[config.mk]
export PLATFORM = sky130hd
export DESIGN_NAME = car_key_encoder
export DESIGN_NICKNAME = d
export VERILOG_FILES = /design/src/rtl/car_key_encoder.sv
export SDC_FILE = /design/constraint.sdc
export NUM_CORES = 1
export LEC_CHECK = 0
export CAP_MARGIN = 30
export CORE_ASPECT_RATIO = 1.75
export CORE_MARGIN = 2
export CORE_UTILIZATION = 60
export CTS_CLUSTER_DIAMETER = 120
export DETAILED_ROUTE_END_ITERATION = 16
export GPL_TIMING_DRIVEN = 0
export PLACE_DENSITY = 0.77
export SLEW_MARGIN = 20
export SYNTH_ARGS = -nofsm -noshare
export SYNTH_HDL_FRONTEND = slang
export SYNTH_SLANG_ARGS = --single-unit
[constraint.sdc]
create_clock -name clk -period 2.09 [get_ports clk]
set_clock_uncertainty 0.15 [all_clocks]
set_input_delay 0.3135 -clock clk [delete_from_list [all_inputs] [get_ports clk]]
set_output_delay 0.3135 -clock clk [all_outputs]
set_load 0.05 [all_outputs]
[src/rtl/car_key_encoder.sv]
// car_key_encoder: synchronises and debounces four active-low keys and runs the rear-light mode FSM
module car_key_encoder #(
  parameter int DEBOUNCE_CNT = 1_000_000,
  parameter int CNT_WIDTH    = 20
) (
  input  logic       clk,
  input  logic       rst_n,
  input  logic [3:0] key_n,
  output logic [3:0] state_out,
  output logic       state_valid
);
  typedef enum logic [3:0] {
    STOP  = 4'b1111,
    GO    = 4'b1110,
    LEFT  = 4'b1101,
    RIGHT = 4'b1011,
    BACK  = 4'b0111
  } state_t;
  localparam logic [CNT_WIDTH-1:0] LAST = CNT_WIDTH'(DEBOUNCE_CNT - 1);
  state_t     r_state, w_next;
  logic [3:0] r_sync1, r_key_s, r_stable_d, w_stable, w_press;
  logic       w_single, r_valid;
  // two-flop synchroniser plus one-cycle history of the debounced keys for edge detection
  always_ff @(posedge clk or negedge rst_n)
    if (!rst_n) begin
      r_sync1    <= '1;
      r_key_s    <= '1;
      r_stable_d <= '1;
    end else begin
      r_sync1    <= key_n;
      r_key_s    <= r_sync1;
      r_stable_d <= w_stable;
    end
  for (genvar k = 0; k < 4; k++) begin : g_deb
    logic [CNT_WIDTH-1:0] r_cnt;
    logic                 r_stb;
    // accept a new key level only after it has differed from the stable level for DEBOUNCE_CNT cycles
    always_ff @(posedge clk or negedge rst_n)
      if (!rst_n) begin
        r_cnt <= '0;
        r_stb <= 1'b1;
      end else if (r_key_s[k] == r_stb) r_cnt <= '0;
      else if (r_cnt == LAST) begin
        r_stb <= r_key_s[k];
        r_cnt <= '0;
      end else r_cnt <= r_cnt + 1'b1;
    assign w_stable[k] = r_stb;
  end
  assign w_press  = r_stable_d & ~w_stable;
  assign w_single = (w_press != 4'b0) && ((w_press & (w_press - 4'b1)) == 4'b0);
  // a lone press selects its mode, except re-pressing the current mode or reversing GO/BACK falls to STOP
  always_comb begin
    w_next = r_state;
    w_next = !w_single ? r_state :
             (r_state == state_t'(~w_press) || (r_state == GO && w_press[3]) ||
              (r_state == BACK && w_press[0])) ? STOP : state_t'(~w_press);
  end
  // mode register and change strobe
  always_ff @(posedge clk or negedge rst_n)
    if (!rst_n) begin
      r_state <= STOP;
      r_valid <= 1'b0;
    end else begin
      r_state <= w_next;
      r_valid <= (w_next != r_state);
    end
  assign state_out   = r_state;
  assign state_valid = r_valid;
endmodule

==> results.md <==
- Leak: 2.42 nW
- EDFF count, synth: 0
- First-pass GRT wire length: 14700 um
- Core area: 0.00786 sq mm
- Drt first pass iters: 4
- Vias per inst: 5.66
- Synth Area per Inst: 10.8 sq um
- DRT iter0 DRCs: 160
- Final layout net count: 479
- P_sw: 0.840 mW
- GRT Max-Usage Layer: met2
- Seq/Total Area, Yosys: 53.1%
- Num CTS Buffers: 9
- Fraction of layout cells with a size suffix above 1: 15.6%
- Post-place setup slack: 0.0846 ns
- DR vias: 3195
- Fin. Hold Viols: 0
- Placer Congestion: 0.872
- Worst Hold Class: reg -> reg
- Commonest cells in the netlist: nor2_1 (87), dfrtp_1 (81), xor2_1 (54)
- Critical Path Sink Type: register
- Pint: 3.12 mW
- Antenna Cells: 0
- Async SR Flop Fraction: 100%
- Sw Share: 21.2%
- Multi-input logic area: 0.00218 sq mm
- Top cells by area, synth: dfrtp_1 (42%), dfstp_2 (11%), xor2_1 (9.8%), nor2_1 (6.8%), xnor2_1 (4.9%)
- Final core occ: 68.8%
- Power Density: 734 mW/mm^2
- Crit-path max FO: 10
- Logic pwr share: 3.3%
- Final setup margin: 0.0952 ns
- Initial antenna violation count: 0
- M3 GR Usage: 5.34%
- Top FF cell, synth: dfrtp_1
- Most common cell in the netlist: nor2_1
- Post-synth top area cell: dfrtp_1
- DR DRC count: 0
- Rel. slew slack: 64.5%
- Pin count of the biggest net entering global routing: 78
- Setup TNS: 0 ns
- Clock sink total: 101
- Max VDD drop: 0.000454 V
- Synth-to-layout area growth: 12.4%
- Root Driver: clkbuf_16
- Clock group share of total power: 45.8%
- # port buffers: 10
- Synthesis-stage register bit count: 101
- Required @ worst endpoint: 2.18 ns
- Yosys top cell area share: 42.2%
- Worst Max-Slew Pin Slew: 0.527 ns
- CTS tree: yes
- Setup bufs post-CTS: 0
- Rows: 43
- Syn nets: 456
- Clock-pin slew on the worst setup and hold paths: 0.07 ns
- Vias in the first global route: 3341
- Flop pwr share: 50.9%
- Outcome: complete, no violations
- Count of final max-slew check failures: 0
- Initial Utilization: 61.2%
- Clock latency on the worst-skew pair: 0.36 ns
- Deepest clock path buffer count: 2
- Met2 usage: 37.1%
- Storage cell area: 0.00255 sq mm
- Mapped Cells: 446
- Routed Antenna Nets: 0
- Post-synth cell types: 42
- H-tree levels: 3
- IO Count: 11
- Die Width: 71.6 um
- Post-DP HPWL: 5670 um
- Overflow after GRT: 0
- Worst Path Arrival: 2.09 ns
- Synthesized area: 0.00480 sq mm
- Crit start category: register
- Filler instances: 583
- # setup viols final: 0
- Period Utilization, post-route: 95.4%
- Wirelength, routed: 8430 um
- Max-Cap Viols: 0
- Met1 Usage GRT: 24.3%
- Fmax: 0.501 GHz
- Wire per inst: 15.0 um
- Post-route minimum period: 1.99 ns
- Total GRT Usage: 21.4%
- Synth warn: 0
- Die height: 122 um
- Critical Setup Path Class: reg -> reg
- Die area: 0.00877 sq mm
-- power groups by stage --
stage          clock (mW)  combinational [mW]  sequential [mW]
5_1_grt              1.93               0.150             2.02
6_report             1.81               0.132             2.02
3_5_place_dp            0               0.135             2.05
4_1_cts              1.84               0.137             2.02
3_3_place_gp            0               0.123             2.05
2_1_floorplan           0              0.0639             2.05
-- repair_timing --
action / CTS / global route
hold buffers: 1 / 0
endpoints found under the setup margin: 4 / 14
gates resized for setup: 4 / 5
hold endpoints to repair: 24 / 0
-- critical path, stage by stage, from the launching register on --
cell and delay (ns):
dfrtp_1 0.44, nor4_2 0.41, nand3_1 0.19, nor4_4 0.21, or2_1 0.16, buf_6 0.15
buf_8 0.13, nor2_1 0.05
-- cells in the final DEF (no fill, tap or decap), drive strengths merged, types with 2 or more instances in the layout --
cell type	instances
clkinvlp	2
dfrtp	81
bufinv	2
inv	5
nand4	14
nand2	34
nor2	87
and3	13
nor4b	3
xnor2	27
dfstp	20
nor3	12
dlygate4sd2	4
nand4b	2
nor2b	5
clkbuf	13
nor4	11
nand3	37
ha	4
mux2	7
nor4bb	3
buf	10
clkdlybuf4s50	5
or2	3
and4	7
xor2	54
-- final timing paths --
kind	slack, ns	depth (start not counted)	start	end
hold reg to reg	0.21	0	r_sync1[1]$_DFF_PN1_	r_key_s[1]$_DFF_PN1_
setup / recovery	0.1	7	g_deb[1].r_cnt[10]$_DFF_PN0_	g_deb[1].r_cnt[13]$_DFF_PN0_
max in group asynchronous	0.89	3	rst_n	g_deb[3].r_stb$_DFFE_PN1P_
hold / removal	0.21	0	r_sync1[1]$_DFF_PN1_	r_key_s[1]$_DFF_PN1_
min in group asynchronous	0.23	2	rst_n	g_deb[3].r_cnt[12]$_DFF_PN0_
setup reg to reg	0.1	7	g_deb[1].r_cnt[10]$_DFF_PN0_	g_deb[1].r_cnt[13]$_DFF_PN0_
-- flip-flops by register name (all words and copies together), names as in the netlist --
signal,cells
g_deb.r_cnt,80
g_deb.r_stb,4
r_stable_d,4
r_key_s,4
state_valid,1
r_sync1,4
state_out,4
-- through the flow --
| step | total power, mW | std cells | hold WS (ns) | area [sq um] |
|---|---|---|---|---|
| after floorplan | 2.11 | 446 | -0.132 | 4800 |
| after global placement | 2.17 | 546 | 0.196 | 5020 |
| after detailed placement | 2.19 | 547 | 0.0374 | 5050 |
| after CTS | 4.00 | 564 | 0.210 | 5380 |
| after global routing | 4.10 | 564 | 0.212 | 5400 |
| final | 3.96 | 564 | 0.210 | 5400 |
-- layer usage --
layer | wire length, um | vias up
met2 | 4500 | 34
met1 | 3510 | 1591
met4 | 241 | 0
met5 | 0 | -
met3 | 184 | 17
li1 | - | 1553
-- cell type report --
class | count | area share, %
buffer | 10 | 1.53
clock buffer | 11 | 4.49
clock inverter | 5 | 1.55
inverter | 4 | 0.278
multi-input combinational | 331 | 40.3
sequential | 101 | 47.3
tap | 90 | 2.08
timing repair buffer | 12 | 2.48
-- cell families after synthesis --
| family | after synthesis | synth area share [%] |
|---|---|---|
| buf+inv | 14 | 2.03 |
| xor+xnor | 81 | 14.8 |
| simple gates | 234 | 26.5 |
| flops | 101 | 53.1 |
| compound gates | 5 | 0.859 |
| mux | 7 | 1.72 |
| fa+ha+maj | 4 | 1.04 |
No activity file was read; power rests on OpenSTA's default activity.
==> variant, RTL diff (same flow settings) <==
`CNT_WIDTH`: 20 -> 40.
--- a/src/rtl/car_key_encoder.sv
+++ b/src/rtl/car_key_encoder.sv
@@ -3,3 +3,3 @@
   parameter int DEBOUNCE_CNT = 1_000_000,
-  parameter int CNT_WIDTH    = 20
+  parameter int CNT_WIDTH    = 40
 ) (
Function: no difference found for any inputs over 10 cycles, from zero or initial values and one cycle with rst_n low; that may be too few to reach the edited logic, so the function may still have changed.
==> variant against the unedited design <==
- the run now ends with negative setup slack left
- combinational power up 77%
- design area grew 100%
- worst setup slack got worse by 0.21 ns
- area after synthesis grew 85%
- sequential cell count is 80 higher
- hold slack got worse by 0.086 ns
- power rose by 73%
- utilization grew 7.2 points
- routed wire length grew 150%
- global-route usage rose by 4.1 points
- critical path type unchanged
- largest cell class is now multi-input combinational cells
==> variant: results <==
drt:
  avgRoutedWirePerCell_um: 17.5
  drt-initial-drc-count: 391
setup_path:
  crit_path_max_fanout: 3
  arrival_ns: 2.42
logic_synthesis:
  synth_nets: 930
  synth_area_per_cell_um2: 9.68
  ys_types: 39
  synth.area.top_cells: "dfrtp_1 45%, xor2_1 7.2%, nor2_1 6.7%"
  synth_common_cells: "161 x dfrtp_1, 160 x nor2_1, 73 x xor2_1"
power_and_ir_drop:
  power.switching_mw: 1.66
  power_leakage_nw: 4.45
  pg_seq_mw: 3.56
  clockPowerShare_pct: 44.8
placement:
  hpwl_um: 12200
  dp_slack_ns: -0.623
  placed_area_um2: 9290
sta:
  setup_violations: 25
  layout_setup_ws_ns: -0.110
  worst_pin_slew_ns: 0.604
  hold-worst-slack_ns: 0.124
min_path:
  worstHoldPathCells: 1
grt:
  use_met2_pct: 45.3
  grt_first_pass_wirelength_um: 32100
  grt_pass1_vias: 7091
run_status:
  status: "finished, violations left"
  violations: "negative setup slack"
clock_network:
  clock_latency_ns: 0.44
## variant: cells by family after synthesis
family | synth area share [%]
flops | 51.1
buf+inv | 2.28
compound gates | 3.27
xor+xnor | 13.3
simple gates | 28.4
fa+ha+maj | 0.562
mux | 1.08
## variant: metal layers
metal	wire (um)	share of wire (%)
met1	8110	39
met2	11300	54
met3	728	3.5
met4	713	3.4
met5	0	0
## variant: final cells by class
type	count	area, um^2
buffer	23	215
clock buffer	18	439
clock inverter	14	119
fill	927	3470
inverter	25	93.8
multi-input combinational	686	4760
sequential	181	4580
tap	180	225
timing repair buffer	62	537
## variant: worst max-delay path: cells and delay by family, from the launching register on
family / cells / cell delay [ns]
compound gates: 1 / 0.16
flops: 1 / 0.44
simple gates: 4 / 1.38
## variant: timing repair
item,CTS,global route
setup endpoints to repair,162,162
buffers inserted,23,26
endpoints found under the hold margin,46,0
resized for setup,100,93
hold buffers,1,0
pin swaps,20,36
